### config.mk
export PLATFORM = sky130hd
export DESIGN_NAME = matrix_write_responder
export DESIGN_NICKNAME = d
export VERILOG_FILES = /design/src/rtl/matrix_write_responder.sv
export SDC_FILE = /design/constraint.sdc
export NUM_CORES = 1
export LEC_CHECK = 0
export CAP_MARGIN = 20
export CELL_PAD_IN_SITES_DETAIL_PLACEMENT = 0
export CELL_PAD_IN_SITES_GLOBAL_PLACEMENT = 1
export CORE_MARGIN = 2
export CORE_UTILIZATION = 40
export DETAILED_ROUTE_END_ITERATION = 16
export HOLD_SLACK_MARGIN = 0.08
export PLACE_DENSITY = 0.79
export SETUP_SLACK_MARGIN = 0.02
export SKIP_LAST_GASP = 1
export SLEW_MARGIN = 20
export SYNTH_ARGS = -nofsm -noshare
export SYNTH_HDL_FRONTEND = slang
export SYNTH_SLANG_ARGS = --single-unit
### constraint.sdc
create_clock -name clk -period 5.9 [get_ports clk]
set_input_delay 0.885 -clock clk [delete_from_list [all_inputs] [get_ports clk]]
set_output_delay 0.885 -clock clk [all_outputs]
set_load 0.02 [all_outputs]
### src/rtl/matrix_write_responder.sv
// matrix_write_responder: accepts one matrix job, writes header plus row-major data into its BRAM slot
module matrix_write_responder #(
  parameter int BLOCK_SIZE = 1152,
  parameter int ADDR_WIDTH = 14,
  parameter int DATA_WIDTH = 32,
  parameter int MAX_DIM    = 32
) (
  input  logic                  clk,
  input  logic                  rst,
  input  logic                  write_request,
  output logic                  write_ready,
  input  logic [2:0]            write_matrix_id,
  input  logic [7:0]            write_rows,
  input  logic [7:0]            write_cols,
  input  logic [7:0]            write_name [0:7],
  input  logic [DATA_WIDTH-1:0] write_data,
  input  logic                  write_data_valid,
  output logic                  writer_ready,
  output logic                  write_done,
  output logic                  write_error,
  output logic                  bram_we,
  output logic [ADDR_WIDTH-1:0] bram_addr,
  output logic [DATA_WIDTH-1:0] bram_din,
  output logic [7:0]            matrix_valid,
  output logic                  busy
);
  typedef enum logic [2:0] {IDLE, HDR0, HDR1, HDR2, DATA, DONE, ERROR} state_t;
  state_t state;
  logic [2:0] id;
  logic [7:0] rows, cols;
  logic [7:0] name [0:7];
  logic [15:0] count, total;
  logic [ADDR_WIDTH-1:0] base, base_in;
  logic bad;
  assign total = {8'h0, rows} * {8'h0, cols};
  assign base = ADDR_WIDTH'(BLOCK_SIZE) * ADDR_WIDTH'(id);
  assign base_in = ADDR_WIDTH'(BLOCK_SIZE) * ADDR_WIDTH'(write_matrix_id);
  assign bad = write_rows == 8'd0 || write_cols == 8'd0 ||
               write_rows > 8'(MAX_DIM) || write_cols > 8'(MAX_DIM);
  assign write_ready = state == IDLE;
  assign writer_ready = state == DATA;
  assign write_done = state == DONE || state == ERROR;
  assign write_error = state == ERROR;
  assign busy = state != IDLE;
  // bram_* are loaded on the edge that enters each state, so each word is visible during that state
  always_ff @(posedge clk or posedge rst) begin
    if (rst) begin
      state <= IDLE;
      id <= '0;
      rows <= '0;
      cols <= '0;
      for (int i = 0; i < 8; i++) name[i] <= '0;
      count <= '0;
      bram_we <= 1'b0;
      bram_addr <= '0;
      bram_din <= '0;
      matrix_valid <= '0;
    end else begin
      bram_we <= 1'b0;
      case (state)
        IDLE: if (write_request) begin
          id <= write_matrix_id;
          rows <= write_rows;
          cols <= write_cols;
          name <= write_name;
          count <= '0;
          if (bad) state <= ERROR;
          else begin
            state <= HDR0;
            matrix_valid[write_matrix_id] <= 1'b0;
            bram_we <= 1'b1;
            bram_addr <= base_in;
            bram_din <= DATA_WIDTH'({write_rows, write_cols, 16'h0});
          end
        end
        HDR0: begin
          state <= HDR1;
          bram_we <= 1'b1;
          bram_addr <= base + ADDR_WIDTH'(1);
          bram_din <= DATA_WIDTH'({name[0], name[1], name[2], name[3]});
        end
        HDR1: begin
          state <= HDR2;
          bram_we <= 1'b1;
          bram_addr <= base + ADDR_WIDTH'(2);
          bram_din <= DATA_WIDTH'({name[4], name[5], name[6], name[7]});
        end
        HDR2: state <= DATA;
        DATA: if (write_data_valid) begin
          bram_we <= 1'b1;
          bram_addr <= base + ADDR_WIDTH'(3) + ADDR_WIDTH'(count);
          bram_din <= write_data;
          count <= count + 16'd1;
          if (count == total - 16'd1) begin
            state <= DONE;
            matrix_valid[id] <= 1'b1;
          end
        end
        default: state <= IDLE;
      endcase
    end
  end
endmodule

## Word level (Yosys, flattened, before mapping)

Index checks and enable logic that the tools add are counted.

- $add $sub $neg: 6
- Multipliers: 3
- Magnitude comparators: 6
- Eq/ne operators: 11
- Muxes and demuxes: 29
- Bitwise gates (word level): 3
- Reductions and logical operators: 18

Operator list:

| operator | count |
|---|---|
| 32-bit one-hot mux with 4 select lines | 1 |
| 32-bit 2-to-1 mux | 3 |
| 14-bit one-hot mux with 4 select lines | 1 |
| 14-bit 2-to-1 mux | 3 |
| 16-bit 2-to-1 mux | 2 |
| 8-bit 2-to-1 mux | 4 |
| 16-bit one-hot mux with 2 select lines | 1 |
| 14-bit by 2-bit adder with 14-bit output, second input constant | 2 |
| 16-bit by 1-bit adder with 16-bit output, second input constant | 1 |
| 16-bit == test | 1 |
| 8-bit by 6-bit > comparator with 1-bit output, second input constant | 2 |
| 8-bit zero test | 2 |
| 8-bit by 8-bit multiplier with 16-bit output | 1 |
| 8-bit one-hot mux with 2 select lines | 1 |
| 16-bit by 1-bit subtractor with 16-bit output, second input constant | 1 |
| 3-bit one-hot mux with 5 select lines | 1 |
| 14-bit by 1-bit adder with 14-bit output, second input constant | 1 |
| 14-bit adder | 1 |
| 4-bit by 3-bit multiplier with 7-bit output, first input constant | 2 |
| 3-bit 2-to-1 mux | 4 |
| 3-bit == test, second input constant | 3 |
| 8-bit AND | 1 |
| 3-bit by 4-bit less-than comparator with 1-bit output, second input constant | 2 |
| 8-bit NOT | 1 |
| other kinds (20) | 34 |

- Flip-flop bits (word level): 157
- Input port bits: 119
- Output and inout bits: 60
- Logic and storage cells: 93

## Depth between registers and ports, before layout

- Word-level depth: 9
- Mapped depth: 20
- Gate-level depth less buffers: 17

## Worst setup path before layout

No wires, ideal clock.

- Path kind: register to register
- From: register rows[3]
- To: register matrix_valid[7]
- Library setup time: 88 ps
- Arrival time: 4968 ps
- Data required time: 5812 ps
- Setup slack: 844 ps
- Cell stages (with the launch flop): 17
- Path buffers: 2
- Clock period less this slack: 5056 ps
- Path through: dfrtp_1 clkbuf_1 nand2_1 fa_1 fa_1 fa_1 fa_1 inv_1 ha_1 clkbuf_1 a21oi_2 o21ai_0 a22o_2 or4_4 a2111oi_4 a41oi_1 a41oi_1

- Cells in the longest elaborated chain, start to end: 5

RTL lines:

| what | line | RTL |
|---|---|---|
| from (decl) | 30 | `logic [7:0] rows, cols;` |
| from (signal assigned) | 63 | `rows <= write_rows;` |
| 8-bit by 8-bit multiplier with 16-bit output | 35 | `assign total = {8'h0, rows} * {8'h0, cols};` |
| 16-bit by 1-bit subtractor with 16-bit output | 94 | `if (count == total - 16'd1) begin` |
| 16-bit == test | 94 |  |
| 2-bit by 1-bit inequality test with 1-bit output (no line) | - |  |
| 5-bit AND reduction (no line) | - |  |
| to (signal assigned) | 57 | `matrix_valid <= '0;` |
| to (signal, indexed assignment) | 70 | `matrix_valid[write_matrix_id] <= 1'b0;` |
| to (signal, indexed assignment) | 96 | `matrix_valid[id] <= 1'b1;` |
| to (decl) | 24 | `output logic [7:0] matrix_valid,` |

No other way between the ends.
A chain may end at the register's enable or synchronous reset.

## Final worst setup path

Same ends and word-level chain as after synthesis.

==> flow_summary.yaml <==
outcome:
  outcome: "finished, final reports clean"
floorplanning:
  start_util_pct: 40.36
  row_count: 58
  die_h_um: 162.5
  placeableCoreArea_um2: 24890
  num_io_pins: 179
  die_area_um2: 26400
  die_x_um: 162.5
sta:
  rsz0062_at_grt: "false"
  hold_viol: 0
  setup_viol: 0
  fin_tns_setup_ns: 0
  fin_crit_ns: 5.490
  max_freq_ghz: 0.1821
  finalCritPeriodShare_pct: 93.05
  drv_slew: 0
  skew_ns: 0.01865
  tightestPinTransition_ns: 1.041
  max_slew_margin_pct: 30.61
grt:
  overflow: 0
  antenna_found_initial: 1
  grt_usage_pct: 22.24
  grt_pass1_vias: 8514
  grt_pass1_wl_um: 46320
  grt_max_degree: 87
placement:
  io_buffers: 178
  dp_hpwl_um: 20550
  gp_congestion: 0.8338
yosys:
  synthFlopType: "dfrtp_1"
  synth_warnings: 0
  syn_area_um2: 10050
  synth.distinct_cells: 71
  yosys.area_share.simple_pct: 22.35
  async_flop_share_pct: 100.0
  synthXorXnorAreaFrac_pct: 3.313
  synth_seq_area_share_pct: 39.10
  synth.area.top_cells: "dfrtp_1, nand2_1, fa_1, ha_1, nor2_1"
  syn-num-nets: 1395
  synth_mux_area_share_pct: 0.4110
  synth_edf_count: 0
  synth-seq-cells: 157
  synth_top_area_share_pct: 39.10
  netlist_instances: 1188
  synth_top_family_by_area: "simple AND/OR/NAND/NOR gates"
  synth_top_area_cell: "dfrtp_1"
  synth-compound-area-share_pct: 15.31
  syn_avg_cell_area_um2: 8.457
  synth_fa_ha_area_share_pct: 14.02
setup_path:
  r2r-start: "rows[3]$_DFFE_PP0P_"
  path_cells: "nand2_1 -> fa_1 -> fa_1 -> inv_1 -> fa_1 -> inv_1 -> fa_1 -> inv_1 -> ha_1 -> a211oi_1 -> or3b_1 -> nand4_1 -> or4_4 -> a2111oi_4 -> a41oi_1 -> a41oi_1"
  critical_path_class: "flop to flop"
  cpMostUsedCell: "fa_1"
  reg2reg_depth: 16
  cp-end-kind: "flop"
  slowest_stage: "a211oi_1"
  critPathLaunch: "rows[3]$_DFFE_PP0P_"
  path_max_fanout: 9
  r2r_slack_ns: 0.41
  arrival_ns: 5.84
  worst_r2r_endpoint: "matrix_valid[7]$_DFFE_PP0P_"
  cp.required_ns: 6.25
  critPathLaunchType: "flop"
  crit_end: "matrix_valid[7]$_DFFE_PP0P_"
  slowest_delay_ns: 0.57
clocking:
  ctsLongestPathBuffers: 2
  cts_buffers: 17
  ctsHtreeMaxLevel: 4
  clk_latency_ns: 0.44
  cts_root_buf: "clkbuf_16"
  cts_tree: "yes"
  cts_resized: 0
  hold_buffers: 0
  postCtsSetupBuffers: 0
  clkTransAtPathRegs_ns: 0.08
  cts_num_sinks: 157
finish:
  seq_area_um2: 3929
  syn2layout_area_growth_pct: 26.29
  multiInputGateArea_um2: 5593
  final_nets: 1521
  final_common_cell: "nand2_1"
  nFillCells: 2386
  layout-drive-gt1-share_pct: 4.823
  antennaDiodeCount: 0
  final_util_pct: 50.98
  mostFrequentLayoutCells: "nand2_1, clkdlybuf4s50_1, dfrtp_1, nor2_1, inv_1"
routing:
  routed-wl-met3_um: 2241
  firstDrtPassIters: 8
  num_vias: 8730
  drt-initial-drc-count: 645
  met2_wirelength_um: 13210
  vias_per_cell: 5.269
  wire_per_inst_um: 17.28
  wl_met1_um: 12840
  final_antenna_net_count: 0
  top_layer: "met5"
  drc: 0
  wirelength_um: 28640
job:
  drv_cap: 0
hold_path:
  hp-class: "flop to flop"
## worst max-delay path: cells and delay by family (launching register included)
family,cells,cell delay (ns)
adder cells (fa/ha/maj),5,2.26
AO/OA/AOI/OAI,4,1.52
AND/OR/NAND/NOR,4,0.97
flip-flops,1,0.53
buffers and inverters,3,0.14
## cells by family (layout without fill, tap and decap cells)
family / Yosys count / in the layout
XOR/XNOR: 38 / 38
AND/OR/NAND/NOR: 531 / 531
AO/OA/AOI/OAI: 227 / 227
flip-flops: 157 / 157
adder cells (fa/ha/maj): 88 / 88
multiplexers: 4 / 4
buffers and inverters: 143 / 282
## worst min path at each step
stage	depth (start not counted)	endpoint	from
global placement	2	name[32]$_DFFE_PP0P_	name[32]$_DFFE_PP0P_
detailed placement	2	name[18]$_DFFE_PP0P_	name[18]$_DFFE_PP0P_
CTS	2	name[35]$_DFFE_PP0P_	name[35]$_DFFE_PP0P_
finish	2	name[32]$_DFFE_PP0P_	name[32]$_DFFE_PP0P_
floorplan	2	name[48]$_DFFE_PP0P_	name[48]$_DFFE_PP0P_
global route	2	name[11]$_DFFE_PP0P_	name[11]$_DFFE_PP0P_
## per-layer routing
layer | global-route usage, % | vias up
li1 | - | 4229
met3 | 6.672 | 21
met4 | 4.907 | 2
met2 | 33.66 | 261
met5 | 0 | -
met1 | 31.54 | 4217
## cell type report
type | count | share of cell area [%]
multi-input combinational | 888 | 44.08
sequential | 157 | 30.96
timing repair buffer | 188 | 14.63
clock buffer | 17 | 3.353
tap | 330 | 3.254
inverter | 62 | 1.982
clock inverter | 15 | 1.736
## state kept, by name, indices dropped and copies added (netlist names)
signal	count
bram_din	32
id	3
cols	8
name	64
rows	8
state	3
bram_addr	14
matrix_valid	8
bram_we	1
count	16
## stage by stage
stage | cells | hold slack [ns] | cell area (um^2) | setup WS [ns]
after floorplan | 1188 | 0.4457 | 10050 | 0.7801
after global placement | 1625 | 0.4573 | 12040 | 0.5012
after detailed placement | 1625 | 0.4629 | 12040 | 0.4291
after CTS | 1657 | 0.4797 | 12690 | 0.4319
after global routing | 1657 | 0.5036 | 12690 | 0.1221
final | 1657 | 0.4784 | 12690 | 0.4099
## Yosys cell counts (3+ instances only)
master,count
nand2_1,368
dfrtp_1,157
nor2_1,70
clkbuf_1,69
inv_1,60
ha_1,47
a21oi_1,42
o21ai_1,42
fa_1,41
a22oi_1,32
xor2_1,23
o21ai_0,21
a221oi_1,16
and2_1,16
nand3_1,15
xnor2_1,15
buf_1,11
or3_1,11
a41oi_1,10
a2111oi_0,9
nand4_1,9
nor2b_1,9
nor3_1,8
a31oi_1,7
a211oi_1,6
o21bai_1,5
nand3b_1,4
o2111ai_1,4
o211ai_1,4
or4_1,4
mux2i_1,3
o22ai_1,3
Power is left out: the tool's default activity adds up to more than one toggle a clock period on the data nets, which glitch-free logic cannot reach.
==> RTL edit, RTL diff (same settings) <==
Change the parameter `DATA_WIDTH` from 32 to 36.
--- a/src/rtl/matrix_write_responder.sv
+++ b/src/rtl/matrix_write_responder.sv
@@ -3,5 +3,5 @@
   parameter int BLOCK_SIZE = 1152,
   parameter int ADDR_WIDTH = 14,
-  parameter int DATA_WIDTH = 32,
+  parameter int DATA_WIDTH = 36,
   parameter int MAX_DIM    = 32
 ) (
Ports: changed (resized bram_din and write_data); port bits go from 179 to 187. No check against the original RTL was run, so the function may have changed too.
==> RTL edit against the original RTL <==
Synthesized area is 0.40% lower; sequential cell count is 4 higher; synthesized cell count is 1.2% lower; routed wire length is 2.4% lower; highest routed layer unchanged; design area is 0.56% lower; worst setup slack better by 520 ps; die area is 0.39% lower; largest cell class unchanged.
Power is left out: it rests on default switching activity, and per cell area and clock period it moved more than threefold.
==> RTL edit: results (changes against the original RTL) <==
CTS
  • Clock transition at path regs: 80 ps (about the same)
  • Root buffer cell: clkbuf_16
  • Post-CTS Repair Setup Buffers: 0 (unchanged)
  • Total CTS buffers: 17 (unchanged)
  • Post_cts resized: 0 (unchanged)

Critical path
  • Critical Path AT: 5330 ps (-510 ps)
  • CP top delay family: adder cells
  • Worst path slowest cell: fa_1

Drt
  • Vias: 8516 (-2.5%)
  • TritonRoute pass-1 iters: 5 (-3)
  • Post-DR wirelength/cell: 17.0 um (-1.8%)
  • Drt first-iter violations: 525 (-19%)

Logic synthesis
  • Top post-synthesis cells by count: nand2_1 (357), dfrtp_1 (161), nor2_1 (79)
  • Top area cells in the synthesized netlist: dfrtp_1 (40%), nand2_1 (13%), fa_1 (8.2%), ha_1 (5.9%), a21oi_1 (3.4%)
  • Post-synth ARST share: 100% (unchanged)
  • Yosys warnings: 0 (unchanged)
  • Synth unique cells: 56 (-21%)
  • Sequential area share after synthesis: 40.3% (+1.2 points)
  • Syn_nets: 1385 (-0.72%)

Placement
  • DP HPWL: 20100 um (-2.2%)
  • PortBufs: 186 (+4.5%)
  • Routability cong.: 0.839 (+0.65%)

Global routing
  • First-pass GRT wire length: 45200 um (-2.3%)
  • Vias in the first global route: 8472 (-0.49%)
  • Initial antenna violation count: 2 (+1)
  • Gr usage total: 21.9% (-0.35 points)
  • Pin count of the biggest net entering global routing: 96 (+10%)

STA
  • Max-slew headroom: 27.9% (-2.7 points)
  • Clock Skews: 23.3 ps (+4.67 ps)

Cells and area
  • Layout cells sized above 1: 4.23% (-0.59 points)
  • Register area: 4030 um^2 (+2.6%)
  • Leading registers by flop count: name x64, bram_din x36, count x16
  • Nets: 1522 (+0.066%)
  • Fillers: 2336 (-2.1%)

Hold path
  • Worst min path class: reg -> reg

Run status
  • Status: finished clean
RTL edit: cell type report:
class,count,area share (%)
clock buffer,19,3.51
clock inverter,12,0.982
inverter,57,1.74
multi-input combinational,879,43.2
sequential,161,31.9
tap,324,3.21
timing repair buffer,195,15.5
RTL edit: logic make-up after synthesis:
kind of cell | share of synthesized area, %
AOI/OAI and AO/OA | 13.9
xor gates and xnor gates | 4.03
adders and majority gates | 14.1
buffers and inverters | 5.41
DFF | 40.3
muxes | 0.300
and+or+nand+nor | 22.0
RTL edit: per-layer routing:
metal	wire length [um]	part of all wire [%]	global-route usage (%)
met2	13000	46	34.8
met3	2310	8.3	8.12
met4	325	1.2	4.59
met5	16	0.057	0
met1	12300	44	28.8
RTL edit: final timing paths:
| check | from | cells after the start | to | slack, ps |
|---|---|---|---|---|
| setup / recovery | rows[2] | 14 | matrix_valid[2] | 930 |
| hold / removal | name[26] | 2 | name[26] | 480 |
| setup reg to reg | rows[2] | 14 | matrix_valid[2] | 930 |
| hold reg to reg | name[26] | 2 | name[26] | 480 |
| max in group asynchronous | rst | 3 | name[54] | 3850 |
| min in group asynchronous | rst | 2 | bram_din[32] | 920 |
RTL edit: stage by stage:
step | setup slack (ps) | cells | hold slack (ps) | area, um^2 | util, %
2_1_floorplan | 667 | 1174 | 446 | 10000 | -
3_3_place_gp | 986 | 1615 | 458 | 12000 | 49.1
3_5_place_dp | 893 | 1615 | 463 | 12000 | 49.1
4_1_cts | 889 | 1646 | 479 | 12600 | 51.5
5_1_grt | 524 | 1647 | 498 | 12600 | 51.6
6_report | 933 | 1647 | 476 | 12600 | 51.6
